--- src/rtl/bitwise_logic_unit.sv ---
// Multicycle bitwise logic unit: AND/OR/XOR/NOR, CHUNK bits per cycle.
// Valid/ready on both sides; zero/ones flags on the held result.
module bitwise_logic_unit #(
  parameter int WIDTH = 32,
  parameter int CHUNK = 8
) (
  input  logic             clock,
  input  logic             reset,
  input  logic             in_valid,
  output logic             in_ready,
  input  logic [WIDTH-1:0] data_A,
  input  logic [WIDTH-1:0] data_B,
  input  logic [1:0]       ctrl_op,
  output logic             out_valid,
  input  logic             out_ready,
  output logic [WIDTH-1:0] data_result,
  output logic             flag_zero,
  output logic             flag_ones
);

  localparam int NCHUNK = WIDTH / CHUNK;
  localparam int CW = (NCHUNK > 1) ? $clog2(NCHUNK) : 1;
  localparam logic [CW-1:0] LAST = CW'(NCHUNK - 1);

  typedef enum logic [1:0] {
    IDLE,
    BUSY,
    DONE
  } state_t;

  state_t           state_q;
  logic [CW-1:0]    cnt_q;
  logic [WIDTH-1:0] a_q;
  logic [WIDTH-1:0] b_q;
  logic [1:0]       op_q;
  logic [WIDTH-1:0] acc_q;
  logic [WIDTH-1:0] res_q;
  logic             zero_q;
  logic             ones_q;
  logic             in_ready_q;
  logic             out_valid_q;

  logic [CHUNK-1:0] ca;
  logic [CHUNK-1:0] cb;
  logic [CHUNK-1:0] cr;
  logic [WIDTH-1:0] acc_d;

  // Select the current chunk of both latched operands.
  always_comb begin
    ca = '0;
    cb = '0;
    for (int i = 0; i < NCHUNK; i++) begin
      if (cnt_q == CW'(i)) begin
        ca = a_q[i*CHUNK +: CHUNK];
        cb = b_q[i*CHUNK +: CHUNK];
      end
    end
  end

  // Apply the latched opcode to the current chunk.
  always_comb begin
    cr = '0;
    unique case (op_q)
      2'b00: cr = ca & cb;
      2'b01: cr = ca | cb;
      2'b10: cr = ca ^ cb;
      2'b11: cr = ~(ca | cb);
      default: cr = '0;
    endcase
  end

  // Merge the chunk result into the accumulator image.
  always_comb begin
    acc_d = acc_q;
    for (int i = 0; i < NCHUNK; i++) begin
      if (cnt_q == CW'(i)) begin
        acc_d[i*CHUNK +: CHUNK] = cr;
      end
    end
  end

  // Control FSM with registered handshake, result and flags.
  always_ff @(posedge clock or posedge reset) begin
    if (reset) begin
      state_q     <= IDLE;
      cnt_q       <= '0;
      a_q         <= '0;
      b_q         <= '0;
      op_q        <= '0;
      acc_q       <= '0;
      res_q       <= '0;
      zero_q      <= 1'b0;
      ones_q      <= 1'b0;
      in_ready_q  <= 1'b1;
      out_valid_q <= 1'b0;
    end else begin
      unique case (state_q)
        IDLE: begin
          if (in_valid) begin
            a_q        <= data_A;
            b_q        <= data_B;
            op_q       <= ctrl_op;
            cnt_q      <= '0;
            in_ready_q <= 1'b0;
            state_q    <= BUSY;
          end
        end
        BUSY: begin
          acc_q <= acc_d;
          if (cnt_q == LAST) begin
            cnt_q       <= '0;
            res_q       <= acc_d;
            zero_q      <= ~|acc_d;
            ones_q      <= &acc_d;
            out_valid_q <= 1'b1;
            state_q     <= DONE;
          end else begin
            cnt_q <= cnt_q + CW'(1);
          end
        end
        DONE: begin
          if (out_ready) begin
            out_valid_q <= 1'b0;
            in_ready_q  <= 1'b1;
            state_q     <= IDLE;
          end
        end
        default: begin
          state_q     <= IDLE;
          in_ready_q  <= 1'b1;
          out_valid_q <= 1'b0;
        end
      endcase
    end
  end

  assign in_ready    = in_ready_q;
  assign out_valid   = out_valid_q;
  assign data_result = res_q;
  assign flag_zero   = zero_q;
  assign flag_ones   = ones_q;

endmodule

--- config.mk ---
export PLATFORM = sky130hd
export DESIGN_NAME = bitwise_logic_unit
export DESIGN_NICKNAME = d
export VERILOG_FILES = /design/src/rtl/bitwise_logic_unit.sv
export SDC_FILE = /design/constraint.sdc
export NUM_CORES = 1
export LEC_CHECK = 0
export BUFFER_PORTS_ARGS = -buffer_cell sky130_fd_sc_hd__buf_2
export CAP_MARGIN = 20
export CORE_MARGIN = 2
export CORE_UTILIZATION = 40
export DETAILED_ROUTE_END_ITERATION = 16
export PLACE_DENSITY = 0.58
export SLEW_MARGIN = 10
export SYNTH_ARGS = -nofsm -noshare
export SYNTH_HDL_FRONTEND = slang
export SYNTH_SLANG_ARGS = --single-unit
--- constraint.sdc ---
create_clock -name clock -period 5.25 [get_ports clock]
set_input_delay 0.525 -clock clock [delete_from_list [all_inputs] [get_ports clock]]
set_output_delay 0.525 -clock clock [all_outputs]
set_load 0.01 [all_outputs]
### Yosys cells after proc, flatten, opt, wreduce, memory -nomap -nowiden

Index checks and enable logic that the tools add are counted.

| storage, ports and cells | value |
|---|---|
| input port bits | 70 |
| logic and storage cells | 68 |
| bits in registers | 138 |
| output and inout bits | 36 |

| cells by class | value |
|---|---|
| bitwise operators | 6 |
| equal/unequal tests | 11 |
| reductions and logical operators | 13 |
| add/sub/neg operators | 1 |
| multiplexer cells | 26 |

Operators with widths:

| kind | number |
|---|---|
| two-way mux 8 bit | 12 |
| case mux 8 bit (4 select lines) | 1 |
| AND reduction 32 bit | 1 |
| OR reduction 32 bit | 1 |
| == test 2 bit (second input constant) | 5 |
| two-way mux 2 bit | 5 |
| AND reduction 3 bit | 3 |
| AND 8 bit | 1 |
| inverter 8 bit | 1 |
| bitwise OR 8 bit | 1 |
| XOR 8 bit | 1 |
| == test 2 x 1 -> 1 bit (second input constant) | 3 |
| zero test 2 bit | 3 |
| inequality test 2 bit (second input constant) | 3 |
| case mux 1 bit (3 select lines) | 2 |
| case mux 2 bit (3 select lines) | 1 |
| AND reduction 2 bit | 3 |
| two-way mux 1 bit | 4 |
| case mux 2 bit (2 select lines) | 1 |
| adder 2 x 1 -> 2 bit (second input constant) | 1 |
| inverter 1 bit | 2 |
| nonzero test 2 bit | 1 |
| zero test 1 bit | 1 |

### Depth between registers and ports, before layout

Gate-level depths: netlist (run 1).

| depth | value |
|---|---|
| word-level depth | 11 |
| depth in mapped cells | 18 |
| mapped depth without buffers | 15 |

### Least setup slack after synthesis (run 1)

OpenSTA, ideal clock, no wires.

| timing path | value |
|---|---|
| path type | register to register |
| start point | register cnt_q[0] |
| end point | register zero_q, in the netlist flag_zero |
| setup time | 0.067 ns |
| setup slack | 2.040 ns |
| arrival time | 3.142 ns |
| data required time | 5.183 ns |
| stages on the path, launching flop included | 18 |
| path buffers | 2 |
| clock period less this slack | 3.210 ns |
| cells stage by stage | dfrtp_1 > inv_1 > ha_1 > clkbuf_1 > nor2b_1 > clkbuf_1 > a22oi_1 > nor2_1 > a21oi_1 > nor2_1 > a21o_1 > ha_1 > mux2_4 > mux2_4 > nor3_1 > a22oi_1 > nor4_1 > a32o_1 |

| on the way | value |
|---|---|
| longest elaborated chain between the ends | 11 |
| elaborated cells on any way between the ends | 24 |
| those cells by class | eq/ne (3); mux (13); bitwise (4); reduce/logical (4) |

Ends and longest elaborated chain:

| item | RTL line | RTL |
|---|---|---|
| from (decl) | 32 | `logic [CW-1:0] cnt_q;` |
| from (signal assigned) | 118 | `cnt_q <= cnt_q + CW'(1);` |
| zero test 2 bit | 53, 76 |  |
| two-way mux 8 bit (4 in series) | 53 | `if (cnt_q == CW'(i)) begin` |
| bitwise OR 8 bit | 65, 67 |  |
| inverter 8 bit | 67 | `2'b11: cr = ~(ca \| cb);` |
| case mux 8 bit (4 select lines) | 63 | `unique case (op_q)` |
| two-way mux 8 bit | 76 | `if (cnt_q == CW'(i)) begin` |
| OR reduction 32 bit | 113 | `zero_q <= ~\|acc_d;` |
| zero test 1 bit | 113 |  |
| to (signal assigned) | 113 |  |
| to (decl) | 38 | `logic zero_q;` |

Parallel ways exist; a longest one is shown, timed or not.
A chain may end at the register's enable or synchronous reset.

### Worst setup path after layout (run 1)

| timing path | value |
|---|---|
| start point | register cnt_q[1] |
| end point | register ones_q, in the netlist flag_ones |

| on the way | value |
|---|---|
| longest elaborated chain between the ends | 10 |
| elaborated cells on any way between the ends | 23 |
| those cells by class | eq/ne (3); mux (13); bitwise (4); reduce/logical (3) |

Ends and longest elaborated chain:

| item | RTL line | RTL |
|---|---|---|
| zero test 2 bit | 53, 76 |  |
| two-way mux 8 bit (4 in series) | 53 |  |
| bitwise OR 8 bit | 65, 67 |  |
| inverter 8 bit | 67 |  |
| case mux 8 bit (4 select lines) | 63 |  |
| two-way mux 8 bit | 76 |  |
| AND reduction 32 bit | 114 | `ones_q <= &acc_d;` |
| to (signal assigned) | 114 |  |
| to (decl) | 39 | `logic ones_q;` |

Parallel ways exist; a longest one is shown, timed or not.

==> flow_metrics.py, run 1 <==
metrics = {
    "critical_path": {
        "cp.arrival_ps": 4260,
        "worstSetupStartpointType": "flip-flop",
        "endpoint_kind": "flip-flop",
        "path_class": "flip-flop to flip-flop",
        "required_ps": 5590,
        "slowest_delay_ps": 640,
        "critPathSlowestCell": "mux2i_2",
        "worstPathCellList": "inv_1 -> ha_2 -> nor2b_1 -> a22oi_1 -> nor2_1 -> a21oi_1 -> nor2_1 -> a21oi_1 -> ha_1 -> xor2_1 -> mux2i_2 -> mux2i_1 -> a2111oi_2 -> nand4_1 -> o31ai_2",
        "cp_max_fo": 25,
        "r2r_cells": 15,
    },
    "pwr": {
        "power_frac_comb": 0.506,
        "swShare": 0.416,
        "clkPwrFrac": 0.192,
        "power_mw": 6.40,
        "p_sw_mw": 2.66,
        "p_int_mw": 3.74,
        "seq_power_share": 0.302,
        "p_per_area_nw_per_um2": 785,
        "power_leakage_nw": 3.90,
        "ir_drop_mv": 0.352,
    },
    "floorplanning": {
        "die_h_um": 135,
        "dieWidth_um": 135,
        "start_util": 0.411,
        "rows": 47,
        "core_area_um2": 16600,
        "die_area_um2": 18200,
        "num_io_pins": 106,
    },
    "sta": {
        "setup_violations": 0,
        "rsz0062_at_grt": "no",
        "hold_violations": 0,
        "fin_crit_sh": 0.748,
        "tightest_slew_ps": 1020,
        "clock_skew_ps": 9.69,
        "relSlewSlack": 0.319,
        "fin_setup_tns_ps": 0,
        "final-max-slew-violation-count": 0,
        "fmaxAchievable_ghz": 0.255,
        "fin_crit_ps": 3930,
    },
    "clock_network": {
        "cts_num_sinks": 137,
        "post-cts-setup-buffers": 0,
        "clock_latency_ps": 430,
        "cts_hold_buf": 0,
        "cts_inserted_buffers": 17,
        "root_buffer": "clkbuf_16",
        "cts_max_level": 4,
        "cts.clk_slew.worst_paths_ps": 60,
        "cts_tree": "built",
        "cts_buffer_depth": 2,
        "ctsResizeCount": 0,
    },
    "detailed_routing": {
        "vias": 4962,
        "wl_um": 16000,
        "wire_per_inst_um": 16.7,
        "drt_first_pass_iters": 5,
        "drc": 0,
        "ant_nets": 0,
        "drt_iter0_drc": 170,
        "viasPerCell": 5.17,
    },
    "synthesis": {
        "synth_edf_count": 0,
        "syn-num-nets": 728,
        "syn_avg_cell_area_um2": 10.7,
        "netlist_instances": 638,
        "synthFlopType": "dfrtp_1",
        "yosysUniqueCellTypes": 42,
        "ys_warn_count": 0,
        "synth_seq_cells": 137,
        "yosysSeqAreaShare": 0.501,
        "async_flop_share": 1.00,
        "netlist_area_um2": 6850,
    },
    "placed_design": {
        "gp_congestion": 0.805,
        "portBuffers": 105,
        "dp_hpwl_um": 11300,
    },
    "hold_path": {
        "hold_class": "input port to async pin",
    },
    "global_route": {
        "grt_pass1_vias": 5118,
        "grt_overflow": 0,
        "grt_antenna_before_repair": 0,
        "grt_usage": 0.187,
        "grt_pass1_wl_um": 26100,
        "grt_max_degree": 74,
    },
    "layout": {
        "final_common_cell": "dfrtp_1",
        "n_fill_cell": 1548,
        "antennaDiodeCount": 0,
        "drive_gt1_frac": 0.327,
        "nets": 817,
        "final_cell_mix": "dfrtp_1, buf_2, nand2_1",
        "syn2layout_area_growth_pct": 19.0,
    },
    "outcome": {
        "status": "finished, final reports clean",
    },
    "flow_run": {
        "cap_violations": 0,
    },
}
[cells in the mapped netlist (5+ instances only)]
master | number | area share
xor2_1 | 6 | 0.0077
a21oi_1 | 39 | 0.029
nand4_1 | 8 | 0.0073
mux2_2 | 86 | 0.14
buf_1 | 5 | 0.0027
buf_2 | 12 | 0.0088
a31oi_1 | 6 | 0.0055
a22oi_1 | 9 | 0.0099
nand2_1 | 87 | 0.048
a21o_1 | 16 | 0.018
inv_1 | 12 | 0.0066
nor2_1 | 49 | 0.027
nor3_1 | 6 | 0.0044
ha_1 | 20 | 0.037
mux2i_1 | 36 | 0.053
nand3b_1 | 8 | 0.0088
clkbuf_1 | 25 | 0.014
dfrtp_1 | 136 | 0.50
o21ai_0 | 34 | 0.025
[sequential cells by signal, indices dropped and copies added, names as in the netlist]
signal / count
a_q: 32
acc_q: 31
b_q: 32
cnt_q: 2
data_result: 32
flag_ones: 1
flag_zero: 1
in_ready: 1
op_q: 2
out_valid: 1
state_q: 2
[power groups by stage]
stage	registers (mW)	logic (mW)	clock network, mW
global placement	1.94	3.19	0
CTS	1.94	3.29	1.25
floorplan	1.85	2.43	0
detailed placement	1.96	3.28	0
global route	2.00	3.60	1.31
finish	1.93	3.24	1.23
[worst paths after layout]
check                      slack (ps)                     endpoint                        start
hold / removal                    210           b_q[8]$_DFFE_PP0P_                        reset
setup / recovery                 1320        flag_ones$_DFFE_PP0P_         cnt_q[1]$_DFFE_PP0P_
setup reg to reg                 1320        flag_ones$_DFFE_PP0P_         cnt_q[1]$_DFFE_PP0P_
hold reg to reg                   470  data_result[24]$_DFFE_PP0P_  data_result[24]$_DFFE_PP0P_
min in group clock                330           a_q[5]$_DFFE_PP0P_                    data_A[5]
max in group asynchronous        3760          a_q[15]$_DFFE_PP0P_                        reset
[area by class of cell]
type | count | area [um2] | share of cell area
Sequential cell | 137 | 3430 | 0.421
Multi-Input combinational cell | 443 | 3180 | 0.390
Timing Repair Buffer | 116 | 608 | 0.0747
Clock buffer | 24 | 492 | 0.0604
Tap cell | 220 | 275 | 0.0338
Clock inverter | 7 | 115 | 0.0141
Inverter | 12 | 50.0 | 0.00614
[critical path: cells and delay by family (launching register included)]
| family | cells | cell delay (ps) |
|---|---|---|
| simple gates | 4 | 980 |
| mux | 2 | 870 |
| compound gates | 5 | 770 |
| fa+ha+maj | 2 | 570 |
| flops | 1 | 410 |
| xor+xnor | 1 | 150 |
| buf+inv | 1 | 80 |
[kinds of logic (layout without fill, tap and decap cells)]
kind of cell / count (synthesis) / after routing / synth area share
AOI/OAI and AO/OA: 116 / 116 / 0.102
xor gates and xnor gates: 8 / 8 / 0.0102
adders and majority gates: 20 / 20 / 0.0366
buffers and inverters: 58 / 159 / 0.0373
DFF: 137 / 137 / 0.501
muxes: 126 / 126 / 0.204
and+or+nand+nor: 173 / 173 / 0.109
[metal layers]
metal	vias to the layer above	wire, um	GRT usage
met5	-	0	0
met1	2432	7300	0.239
met2	104	7770	0.309
li1	2409	-	-
met4	0	245	0.0632
met3	17	679	0.0473
[through the flow]
stage | hold WS, ps | cell area (um2) | utilization | setup slack [ps] | cells
after floorplan | 446 | 6850 | - | 1060 | 638
after global placement | 457 | 7540 | 0.453 | 1570 | 928
after global routing | 257 | 8150 | 0.489 | 879 | 959
final | 207 | 8150 | 0.489 | 1320 | 959
after detailed placement | 462 | 7540 | 0.453 | 1360 | 928
after CTS | 226 | 8150 | 0.489 | 1340 | 959
No activity file was read; power rests on OpenSTA's default activity.
==> run 2, diff against run 1 <==
Settings changed: PLACE_DENSITY 0.58 to 0.6.
Clock period 5.25 ns to 3.1 ns, I/O delays scaled along.
==> flow_metrics.py, run 2 (synthesis gave the netlist of run 1 again) <==
metrics = {
    "placed_design": {
        "placed_cell_area_um2": 7820,
        "dp_hpwl_um": 11800,
        "portBuffers": 105,
        "gp_congestion": 0.841,
    },
    "floorplanning": {
        "num_io_pins": 106,
        "rows": 47,
        "die_area_um2": 18200,
        "die_h_um": 135,
        "core_area_um2": 16600,
        "start_util": 0.411,
        "dieWidth_um": 135,
    },
    "outcome": {
        "violations": "negative setup slack",
        "status": "complete, but fails checks",
    },
    "detailed_routing": {
        "drt_first_pass_iters": 4,
        "drc": 0,
        "drt_iter0_drc": 330,
        "vias": 5323,
        "wire_per_inst_um": 17.2,
        "ant_nets": 0,
        "viasPerCell": 5.17,
        "wl_um": 17700,
    },
    "sta": {
        "fin_ws_ps": -155,
        "fmaxAchievable_ghz": 0.307,
        "fin_crit_ps": 3260,
        "final-max-slew-violation-count": 0,
        "relSlewSlack": 0.215,
        "hold_violations": 0,
        "tightest_slew_ps": 1180,
        "rsz0062_at_grt": "yes",
        "setup_violations": 4,
        "fin_crit_sh": 1.05,
        "clock_skew_ps": 18.7,
    },
    "layout": {
        "final_common_cell": "dfrtp_1",
        "syn2layout_area_growth_pct": 32.7,
        "final_cell_mix": "dfrtp_1, buf_2, nand2_1",
        "drive_gt1_frac": 0.444,
        "regArea_um2": 3430,
        "antennaDiodeCount": 0,
        "nets": 888,
        "finalInstanceArea_um2": 9080,
        "multi_input_area_um2": 3500,
        "n_fill_cell": 1472,
    },
    "clock_network": {
        "cts_num_sinks": 137,
        "cts_tree": "built",
        "clock_latency_ps": 430,
        "root_buffer": "clkbuf_16",
        "cts_max_level": 4,
        "cts.clk_slew.worst_paths_ps": 60,
        "cts_inserted_buffers": 17,
        "cts_buffer_depth": 2,
        "cts_hold_buf": 0,
    },
    "critical_path": {
        "critPathSlowestCell": "dfrtp_1",
        "rrSetupSlack_ps": -160,
        "cp_top_family": "simple AND/OR/NAND/NOR gates",
        "reg2reg_from": "cnt_q[0]$_DFFE_PP0P_",
        "timing.rr.end": "flag_zero$_DFFE_PP0P_",
        "required_ps": 3470,
        "cp_max_fo": 7,
        "worstPathCellList": "buf_6 -> ha_4 -> buf_12 -> buf_8 -> nand3b_1 -> a21oi_2 -> a21oi_2 -> nor2_1 -> a21o_1 -> buf_6 -> ha_4 -> mux2i_1 -> mux2i_2 -> buf_4 -> nor2_4 -> a21oi_2 -> nor4_2 -> a32o_1",
        "slowest_delay_ps": 400,
        "worstSetupStartpointType": "flip-flop",
        "r2r_cells": 18,
        "path_class": "flip-flop to flip-flop",
        "cp_num_buf_inv": 5,
        "crit_top_cell": "a21oi_2",
        "endpoint_kind": "flip-flop",
        "cp.arrival_ps": 3630,
    },
    "global_route": {
        "grt_max_degree": 138,
        "grt_pass1_wl_um": 28400,
        "grt_usage": 0.203,
        "grt_antenna_before_repair": 0,
        "grt_pass1_vias": 5481,
        "grt_overflow": 0,
    },
    "flow_run": {
        "cap_violations": 0,
    },
    "hold_path": {
        "hold_class": "input port to async pin",
    },
}
-- run 2: changes by cell type in the layout (fill, tap and decap cells not counted), sizes merged --
| cell | previous run | this run |
|---|---|---|
| clkinv | 2 | 4 |
| bufinv | 3 | 2 |
| clkinvlp | 2 | 5 |
| clkbuf | 24 | 21 |
| buf | 116 | 185 |
| mux2i | 38 | 39 |
-- run 2: what timing repair did --
item | CTS | global route
gates cloned | 1 | 2
pin swaps | 30 | 22
setup buffers | 27 | 9
gates resized for setup | 33 | 52
setup endpoints to repair | 3 | 22
-- run 2: per-stage QoR --
stage                     instances   util  TNS, ps  hold slack, ps  setup WS (ps)
after floorplan                 638      -        0             446           11.6
after global placement          960  0.470     -148             455          -81.9
after detailed placement        960  0.470     -329             464           -201
after CTS                      1019  0.528     -119            89.2          -71.7
after global routing           1030  0.546    -3200            92.4           -331
final                          1030  0.546     -403             105           -155
-- run 2: layout make-up --
class	instances	area share
flip-flops and latches	137	0.377
multi-input cells	444	0.385
inverters	12	0.00537
repair buffers	186	0.138
clock buffers	20	0.0503
well taps	220	0.0303
clock inverters	11	0.0135
-- run 2: routing by layer --
layer / global-route usage / up-vias / part of all wire
li1: - / 2544 / -
met5: 0 / - / 0
met1: 0.265 / 2616 / 0.44
met2: 0.327 / 129 / 0.49
met3: 0.0458 / 34 / 0.039
met4: 0.0883 / 0 / 0.028
-- run 2: worst max-delay path by stage --
stage	start	end	slack, ps	cells after the start
floorplan	cnt_q[1]$_DFFE_PP0P_	flag_zero$_DFFE_PP0P_	10	16
global placement	cnt_q[1]$_DFFE_PP0P_	flag_zero$_DFFE_PP0P_	-80	17
finish	cnt_q[0]$_DFFE_PP0P_	flag_zero$_DFFE_PP0P_	-160	18
global route	cnt_q[0]$_DFFE_PP0P_	flag_zero$_DFFE_PP0P_	-330	18
CTS	cnt_q[0]$_DFFE_PP0P_	flag_zero$_DFFE_PP0P_	-70	16
detailed placement	cnt_q[1]$_DFFE_PP0P_	flag_zero$_DFFE_PP0P_	-200	16
-- run 2: worst min-delay path: stages --
cell,delay (ps)
buf_2,120
clkinvlp_4,70
buf_12,520
Power of run 2 is left out: the tool's default activity adds up to more than one toggle a clock period on the data nets, which glitch-free logic cannot reach.
